[config.mk]
export PLATFORM = sky130hd
export DESIGN_NAME = ifetch_prefetch_queue
export DESIGN_NICKNAME = d
export VERILOG_FILES = /design/src/rtl/ifetch_prefetch_queue.sv
export SDC_FILE = /design/constraint.sdc
export NUM_CORES = 1
export LEC_CHECK = 0
export ABC_AREA = 1
export CORE_UTILIZATION = 45
export DETAILED_ROUTE_END_ITERATION = 12
export GPL_ROUTABILITY_DRIVEN = 0
export PLACE_DENSITY = 0.7
export SLEW_MARGIN = 10
export SYNTH_ARGS = -nofsm -noshare
export SYNTH_HDL_FRONTEND = slang
export SYNTH_SLANG_ARGS = --single-unit
[constraint.sdc]
create_clock -name clk -period 4.1 [get_ports clk]
set_input_delay 0.82 -clock clk [delete_from_list [all_inputs] [get_ports clk]]
set_output_delay 0.82 -clock clk [all_outputs]
set_load 0.05 [all_outputs]
[src/rtl/ifetch_prefetch_queue.sv]
// ifetch_prefetch_queue: halfword prefetch ring buffer feeding the instruction fetcher.
// Optional same-cycle bypass of returning data into an empty queue: IFQ_BYPASS_EN.
module ifetch_prefetch_queue #(
  parameter int DEPTH = 8,
  parameter int AW = 25,
  parameter logic [AW-1:0] RESET_PC = '0
) (
  input  logic          clk,
  input  logic          rst,
  output logic          mem_req_o,
  output logic [AW-1:0] mem_addr_o,
  input  logic          mem_gnt_i,
  input  logic          mem_rvalid_i,
  input  logic [31:0]   mem_rdata_i,
  output logic [63:0]   inst_o,
  output logic [AW-1:0] pc_o,
  output logic [2:0]    avail_o,
  input  logic [2:0]    consume_i,
  input  logic          redirect_i,
  input  logic [AW-1:0] redirect_pc_i
);
  localparam int PW = $clog2(DEPTH);
  localparam int CW = PW + 1;
  logic [15:0] hw_q [DEPTH];
  logic [PW-1:0] rd_q, wr_q;
  logic [CW-1:0] cnt_q, cnt_n;
  logic [AW-1:0] pc_q, fa_q, fa_n, addr_q;
  logic req_q, out_q, drop_q, odd_q;
  logic acc, byp, inflight_n, issue;
  logic [2:0] w, n, nr, nb, wn, avail;
  logic [15:0] hw_lo, hw_hi;
  always_comb begin
    acc = mem_rvalid_i & ~drop_q & ~redirect_i;
    w = acc ? (odd_q ? 3'd1 : 3'd2) : 3'd0;
`ifdef IFQ_BYPASS_EN
    byp = acc & (cnt_q == '0);
`else
    byp = 1'b0;
`endif
    avail = byp ? w : (cnt_q >= CW'(4) ? 3'd4 : cnt_q[2:0]);
    n = redirect_i ? 3'd0 : (consume_i > avail ? avail : consume_i);
    nr = byp ? 3'd0 : n;
    nb = byp ? n : 3'd0;
    wn = w - nb;
    cnt_n = redirect_i ? '0 : cnt_q + CW'(wn) - CW'(nr);
    fa_n = redirect_i ? redirect_pc_i : acc ? {fa_q[AW-1:1], 1'b0} + AW'(2) : fa_q;
    inflight_n = req_q | (out_q & ~mem_rvalid_i);
    issue = ~inflight_n & (cnt_n <= CW'(DEPTH - 2));
    hw_lo = odd_q ? mem_rdata_i[31:16] : mem_rdata_i[15:0];
    hw_hi = mem_rdata_i[31:16];
  end
  always_comb begin
    inst_o = '0;
    for (int i = 0; i < 4; i++)
      if (3'(i) < avail) inst_o[16*i +: 16] = byp ? (i == 0 ? hw_lo : hw_hi) : hw_q[rd_q + PW'(i)];
  end
  assign mem_req_o = req_q;
  assign mem_addr_o = addr_q;
  assign pc_o = pc_q;
  assign avail_o = avail;
  always_ff @(posedge clk or posedge rst)
    if (rst) begin
      rd_q <= '0;
      wr_q <= '0;
      cnt_q <= '0;
      pc_q <= RESET_PC;
      fa_q <= RESET_PC;
      odd_q <= RESET_PC[0];
      addr_q <= '0;
      req_q <= 1'b0;
      out_q <= 1'b0;
      drop_q <= 1'b0;
    end else begin
      rd_q <= redirect_i ? '0 : rd_q + PW'(nr);
      wr_q <= redirect_i ? '0 : wr_q + PW'(wn);
      cnt_q <= cnt_n;
      pc_q <= redirect_i ? redirect_pc_i : pc_q + AW'(n);
      fa_q <= fa_n;
      odd_q <= redirect_i ? redirect_pc_i[0] : (acc ? 1'b0 : odd_q);
      if (issue) addr_q <= {fa_n[AW-1:1], 1'b0};
      req_q <= (req_q & ~mem_gnt_i) | issue;
      out_q <= (req_q & mem_gnt_i) | (out_q & ~mem_rvalid_i);
      // a redirect orphans whatever is in flight, whether still pending or already granted
      drop_q <= redirect_i ? inflight_n : (mem_rvalid_i ? 1'b0 : drop_q);
    end
  always_ff @(posedge clk)
    if (wn != 3'd0) begin
      hw_q[wr_q] <= nb[0] ? hw_hi : hw_lo;
      if (wn == 3'd2) hw_q[wr_q + PW'(1)] <= hw_hi;
    end
endmodule

# Word level (Yosys, flattened, before mapping)
# Memories as Yosys holds them, arrays and structs flattened.
# Cells that the tools add are included.
[totals] latchBits=0 out_inout_bits=118 ram_bits=128 wordCells=71 romBits=0 mem_count=1 ff_bits=87 inputBits=65
[classes] div=0 n_eq_ne=1 shift=0 n_addsub=10 n_reduce_logical=3 bitwise_logic=14 n_lt_le_gt_ge=7 n_mux=25 n_mul=0
[mem_list] memory="hw_q" depth=8 word_bits=16 read_ports=4 rd_clocked_by_memory_dff=0 write_ports=2 line_no="24" text="logic [15:0] hw_q [DEPTH];"
[op_table] op="2-to-1 mux 16 bit" count=5
[op_table] op="2-to-1 mux 25 bit" count=3
[op_table] op="adder 25 x 2 -> 25 bit, second input constant" count=1
[op_table] op="adder 25 x 3 -> 25 bit" count=1
[op_table] op="2-to-1 mux 3 bit" count=5
[op_table] op="2-to-1 mux 1 bit" count=9
[op_table] op="adder 3 x 1 -> 3 bit, second input constant" count=2
[op_table] op="adder 3 x 2 -> 3 bit, second input constant" count=2
[op_table] op="bitwise AND 1 bit" count=6
[op_table] op="less-than comparator 1 x 3 -> 1 bit, first input constant" count=2
[op_table] op="less-than comparator 2 x 3 -> 1 bit, first input constant" count=2
[op_table] op="inverter 1 bit" count=5
[op_table] op="adder 4 x 2 -> 4 bit" count=1
[op_table] op=">= comparator 4 x 3 -> 1 bit, second input constant" count=1
[op_table] op="less-or-equal comparator 4 x 3 -> 1 bit, second input constant" count=1
[op_table] op="2-to-1 mux 2 bit" count=2
[op_table] op="2-to-1 mux 4 bit" count=1
[op_table] op="nonzero test 2 bit" count=2
[op_table] op="subtractor 4 x 3 -> 4 bit" count=1
[op_table] op="adder 3 x 2 -> 3 bit" count=1
[op_table] op="adder 3 bit" count=1
[op_table] op="> comparator 3 bit" count=1
[op_table] op="OR 1 bit" count=3
[op_table] op="nonzero test 3 bit" count=1
[op_table] op="== test 2 bit, second input constant" count=1

# Depth between registers and ports, before layout
[depth] word_depth=10 ltp_mapped=25 mapped_depth_nobuf=25

# Worst setup path before layout
# Ideal clock, no wire load.
[synth_timing] path_kind="register to register" startpoint="register cnt_q[3]" endpoint="register addr_q[6] (netlist: mem_addr_o[6])" arrival_ns=4.560 n_path_buf=1 required_ns=3.982 path_slack_ns=-0.578 setup_time_ns=0.118 period_less_slack_ns=4.678 path_stages_with_launch=24 path_cell_list="dfrtp_1 > nor2_4 > inv_2 > nor2_1 > inv_1 > ha_1 > nand2_1 > inv_1 > o21ai_2 > nand3b_1 > nand2_1 > o21ai_0 > a21oi_1 > inv_1 > fa_1 > fa_1 > inv_1 > nor2_1 > a31oi_1 > nand2_2 > clkinv_2 > buf_4 > nand2_1 > nand2_1"
[synth_between] elab_chain_cells=9 elab_cells_between_ends=10 classes_between="add/sub (2); order compare (3); mux (4); bitwise (1)"
[synth_lines] element="start: declaration" line_no="26" text="logic [CW-1:0] cnt_q, cnt_n;"
[synth_lines] element="start signal: assignment" line_no="76" text="cnt_q <= cnt_n;"
[synth_lines] element=">= comparator 4 x 3 -> 1 bit" line_no="40" text="avail = byp ? w : (cnt_q >= CW'(4) ? 3'd4 : cnt_q[2:0]);"
[synth_lines] element="2-to-1 mux 3 bit" line_no="40"
[synth_lines] element="net avail_o[2]" line_no="17" text="output logic [2:0] avail_o,"
[synth_lines] element="> comparator 3 bit" line_no="41" text="n = redirect_i ? 3'd0 : (consume_i > avail ? avail : consume_i);"
[synth_lines] element="2-to-1 mux 3 bit (2 in a row)" line_no="41"
[synth_lines] element="subtractor 4 x 3 -> 4 bit" line_no="45" text="cnt_n = redirect_i ? '0 : cnt_q + CW'(wn) - CW'(nr);"
[synth_lines] element="2-to-1 mux 4 bit" line_no="45"
[synth_lines] element="net cnt_n[1]" line_no="26"
[synth_lines] element="less-or-equal comparator 4 x 3 -> 1 bit" line_no="48" text="issue = ~inflight_n & (cnt_n <= CW'(DEPTH - 2));"
[synth_lines] element="bitwise AND 1 bit" line_no="48"
[synth_lines] element="end signal: assignment" line_no="80" text="if (issue) addr_q <= {fa_n[AW-1:1], 1'b0};"
[synth_lines] element="end: declaration" line_no="27" text="logic [AW-1:0] pc_q, fa_q, fa_n, addr_q;"
# The timed path passes the listed nets, and every way through them passes these cells.
# A chain may end at the register's enable or synchronous reset.

# Final worst setup path
[layout_timing] startpoint="register rd_q[2]" endpoint="output inst_o[2]"
[layout_between] elab_chain_cells=2
[layout_lines] element="start: declaration" line_no="25" text="logic [PW-1:0] rd_q, wr_q;"
[layout_lines] element="start signal: assignment" line_no="74" text="rd_q <= redirect_i ? '0 : rd_q + PW'(nr);"
[layout_lines] element="memory (8 x 16 bit)"
[layout_lines] element="2-to-1 mux 16 bit" line_no="55" text="if (3'(i) < avail) inst_o[16*i +: 16] = byp ? (i == 0 ? hw_lo : hw_hi) : hw_q[rd_q + PW'(i)];"
[layout_lines] element="end: declaration" line_no="15" text="output logic [63:0] inst_o,"
# No other way between the ends.

==> run metrics <==
number of fill cells=approximately 2.6k; DIE WIDTH=177 um; number of nets in the layout=2010; routed via count divided by cell count=around 5.7; top cell types by occurrence after synthesis=537 x nand2_1, 253 x o21ai_0, 140 x inv_1, 128 x edfxtp_1, 97 x nor2_1; Syn Nets=roughly 1.9k; area growth from synthesis to layout=24.8%; post-cts hold buffer count=0; Die Outline Area=roughly 31000 um^2; Reg clk slew, reported paths=0.07 ns; count of mapped cells out of synthesis=1771; post-synthesis register bit count=215; prevailing post-synth register cell=edfxtp_1; proportion of synthesized flip-flops having asynchronous set or reset=40.5%; number of buffers on the longest clock path=3; Design Power=~16 mW; grt ovf=0; clock tree from TritonCTS=built; total routing usage reported by global routing=29.0%; netlist area before placement=13800 um^2; share of Yosys cell area claimed by the top area cell type=27.8%; library cell occupying the most area in the post-synthesis netlist=edfxtp_1; most used standard cell by instance count after synthesis=nand2_1; Synth Area per Inst=7.82 um^2; Power Density=913 nW/um^2; upper clock frequency limit=246 MHz; Final Critical Period=around 4.1 ns; H-tree levels=1; post-route setup slack=0.0308 ns; detailed placer's ending HPWL=33400 um; worst hold slack=0.482 ns; vias=13.3k; count of final setup violators=0; Yosys cell types=51; Yosys warnings=0; worst clock skew on the final layout=0.0130 ns; count of final hold-check violations=0; part of the cycle the worst path needs=99.2%; class of the tightest hold or removal check=reg2reg; first-pass GRT wire length=between 60000 and 70000 um; post-DR wirelength/cell=about 20 um; Slew headroom=31.4%; leakage dissipation=7.00 nW; data arrival time of the worst path=~3.3 ns; setup TNS after final layout=0 ns; number of placed cells counting well taps=between 2k and 2.5k; part of the Yosys area used for sequential elements=43.5%; leading post-synthesis cells by cell area=edfxtp_1 28%, dfrtp_1 16%, nand2_1 15%; sum of routed wire length over all layers=46300 um; crit start category=flop; worst-path maximum fanout=10; die height=about 180 um; total clock buffers created by CTS=22; clock insertion delay at the later pin of the skew report=0.51 ns; start-to-end type of the worst setup path=reg2out; root buf cell=clkbuf_16; number of clock sinks seen by CTS=215; pin count of the biggest net entering global routing=99; count of antenna-violating nets left after detailed routing=0; vias in the first global route=12.1k; starting density of the core=46.2%; number of maximum-capacitance constraint violations=0; crit end category=output port; antenna violations before repair=2; count of flip-flops with a built-in enable after synthesis=128; DRC violation total after the first TritonRoute iteration=1853; dpl ws=-0.289 ns; first-pass iteration count of the detailed router=8; required time worst endpoint=3.28 ns; placeable core area=30000 um^2; number of I/O pins=183; number of buffers added on ports=181; number of cells in the finished layout apart from fillers=approximately 2.3k; fraction of layout instances using a drive strength above 1=10.7%; row count=63; number of remaining DRC errors=0; worst voltage drop across the vdd grid=592 uV; slew at the pin closest to its max-slew limit=approximately 1 ns; result of the run=finished clean; final number of max-transition violations=0
cell usage in the layout (no fill, tap or decap), types with 3 or more instances in the layout:
cell type and count:
nand2_1 534, o21ai_0 251, inv_1 137, edfxtp_1 128, clkdlybuf4s50_1 122, nor2_1 96
dfrtp_1 86, nand3_1 78, buf_4 71, a21oi_1 67, buf_12 48, mux2i_1 46
o211ai_1 31, o22ai_1 27, clkbuf_16 25, o21ai_1 18, ha_1 16, a2111oi_1 14
nor2_4 12, xnor2_1 11, nor3_1 11, a211oi_1 11, nand4_1 10, inv_2 7
nand2_2 6, o21a_1 6, xor2_1 6, a2111oi_0 6, clkinv_2 4, clkbuf_1 4
nand3_2 3, or2_2 3, o21bai_1 3, fa_1 3, bufinv_16 3
metrics by stage:
| stage | util [%] | area (um^2) |
|---|---|---|
| floorplan | - | 13900 |
| global placement | 54.8 | 16400 |
| detailed placement | 54.8 | 16400 |
| CTS | 57.4 | 17200 |
| global route | 57.7 | 17300 |
| finish | 57.7 | 17300 |
timing repair:
item / CTS / global route
setup endpoints to repair: 0 / 40
gates resized for setup: 0 / 7
buffers inserted: 0 / 4
cell families after synthesis:
group / count (synthesis) / share of synthesized area, %
AOI/OAI and AO/OA: 441 / 17.8
xor gates and xnor gates: 19 / 1.31
adders and majority gates: 21 / 2.17
buffers and inverters: 263 / 8.65
DFF: 215 / 43.5
muxes: 46 / 3.33
other: 1 / 0.0271
and+or+nand+nor: 765 / 23.2
worst paths after layout:
kind,end,slack (ns),from,cells after the start
max in group asynchronous,fa_q[9],2.49,rst,3
worst max-delay path,inst_o[2],0.03,rd_q[2],7
worst min register to register,mem_addr_o[19],0.48,mem_addr_o[19],2
worst min-delay path,mem_addr_o[19],0.48,mem_addr_o[19],2
worst max register to register,mem_addr_o[23],0.28,cnt_q[3],23
min in group asynchronous,drop_q,0.76,rst,2
worst max-delay path, stage by stage (launching register included):
cell and delay (ns):
dfrtp_1 0.56, nor2_1 0.12, buf_4 0.21, inv_1 0.32
buf_4 0.27, o22ai_1 0.11, a2111oi_0 0.78, buf_4 0.35
sequential cells by signal, summed over array words and instances, names as in the netlist:
signal,cells
hw_q,128
pc_o,25
fa_q,24
mem_addr_o,24
cnt_q,4
rd_q,3
wr_q,3
drop_q,1
mem_req_o,1
odd_q,1
out_q,1
report_power, final:
part | leakage (nW) | switching, mW | internal (mW) | total (mW)
combinational | 4.39 | 6.84 | 3.94 | 10.8
clock | 0.379 | 0.857 | 1.29 | 2.15
sequential | 2.23 | 0.262 | 2.60 | 2.86
total | 7.00 | 7.96 | 7.83 | 15.8
layer usage:
layer	global-route usage [%]	up-vias	share of wire (%)
met5	0	-	0.030
met4	7.87	2	2.4
met3	5.96	90	12
met2	43.0	768	43
met1	42.5	6147	43
li1	-	6262	-
cell type report:
| type | count | area (um^2) | share of cell area [%] |
|---|---|---|---|
| Antenna cell | 1 | 2.50 | 0.0145 |
| Clock buffer | 30 | 643 | 3.72 |
| Clock inverter | 10 | 134 | 0.775 |
| Inverter | 148 | 567 | 3.28 |
| Multi-Input combinational cell | 1293 | 6660 | 38.5 |
| Sequential cell | 215 | 6020 | 34.9 |
| Tap cell | 390 | 488 | 2.82 |
| Timing Repair Buffer | 244 | 2770 | 16.0 |
No activity file was read; power rests on OpenSTA's default activity.
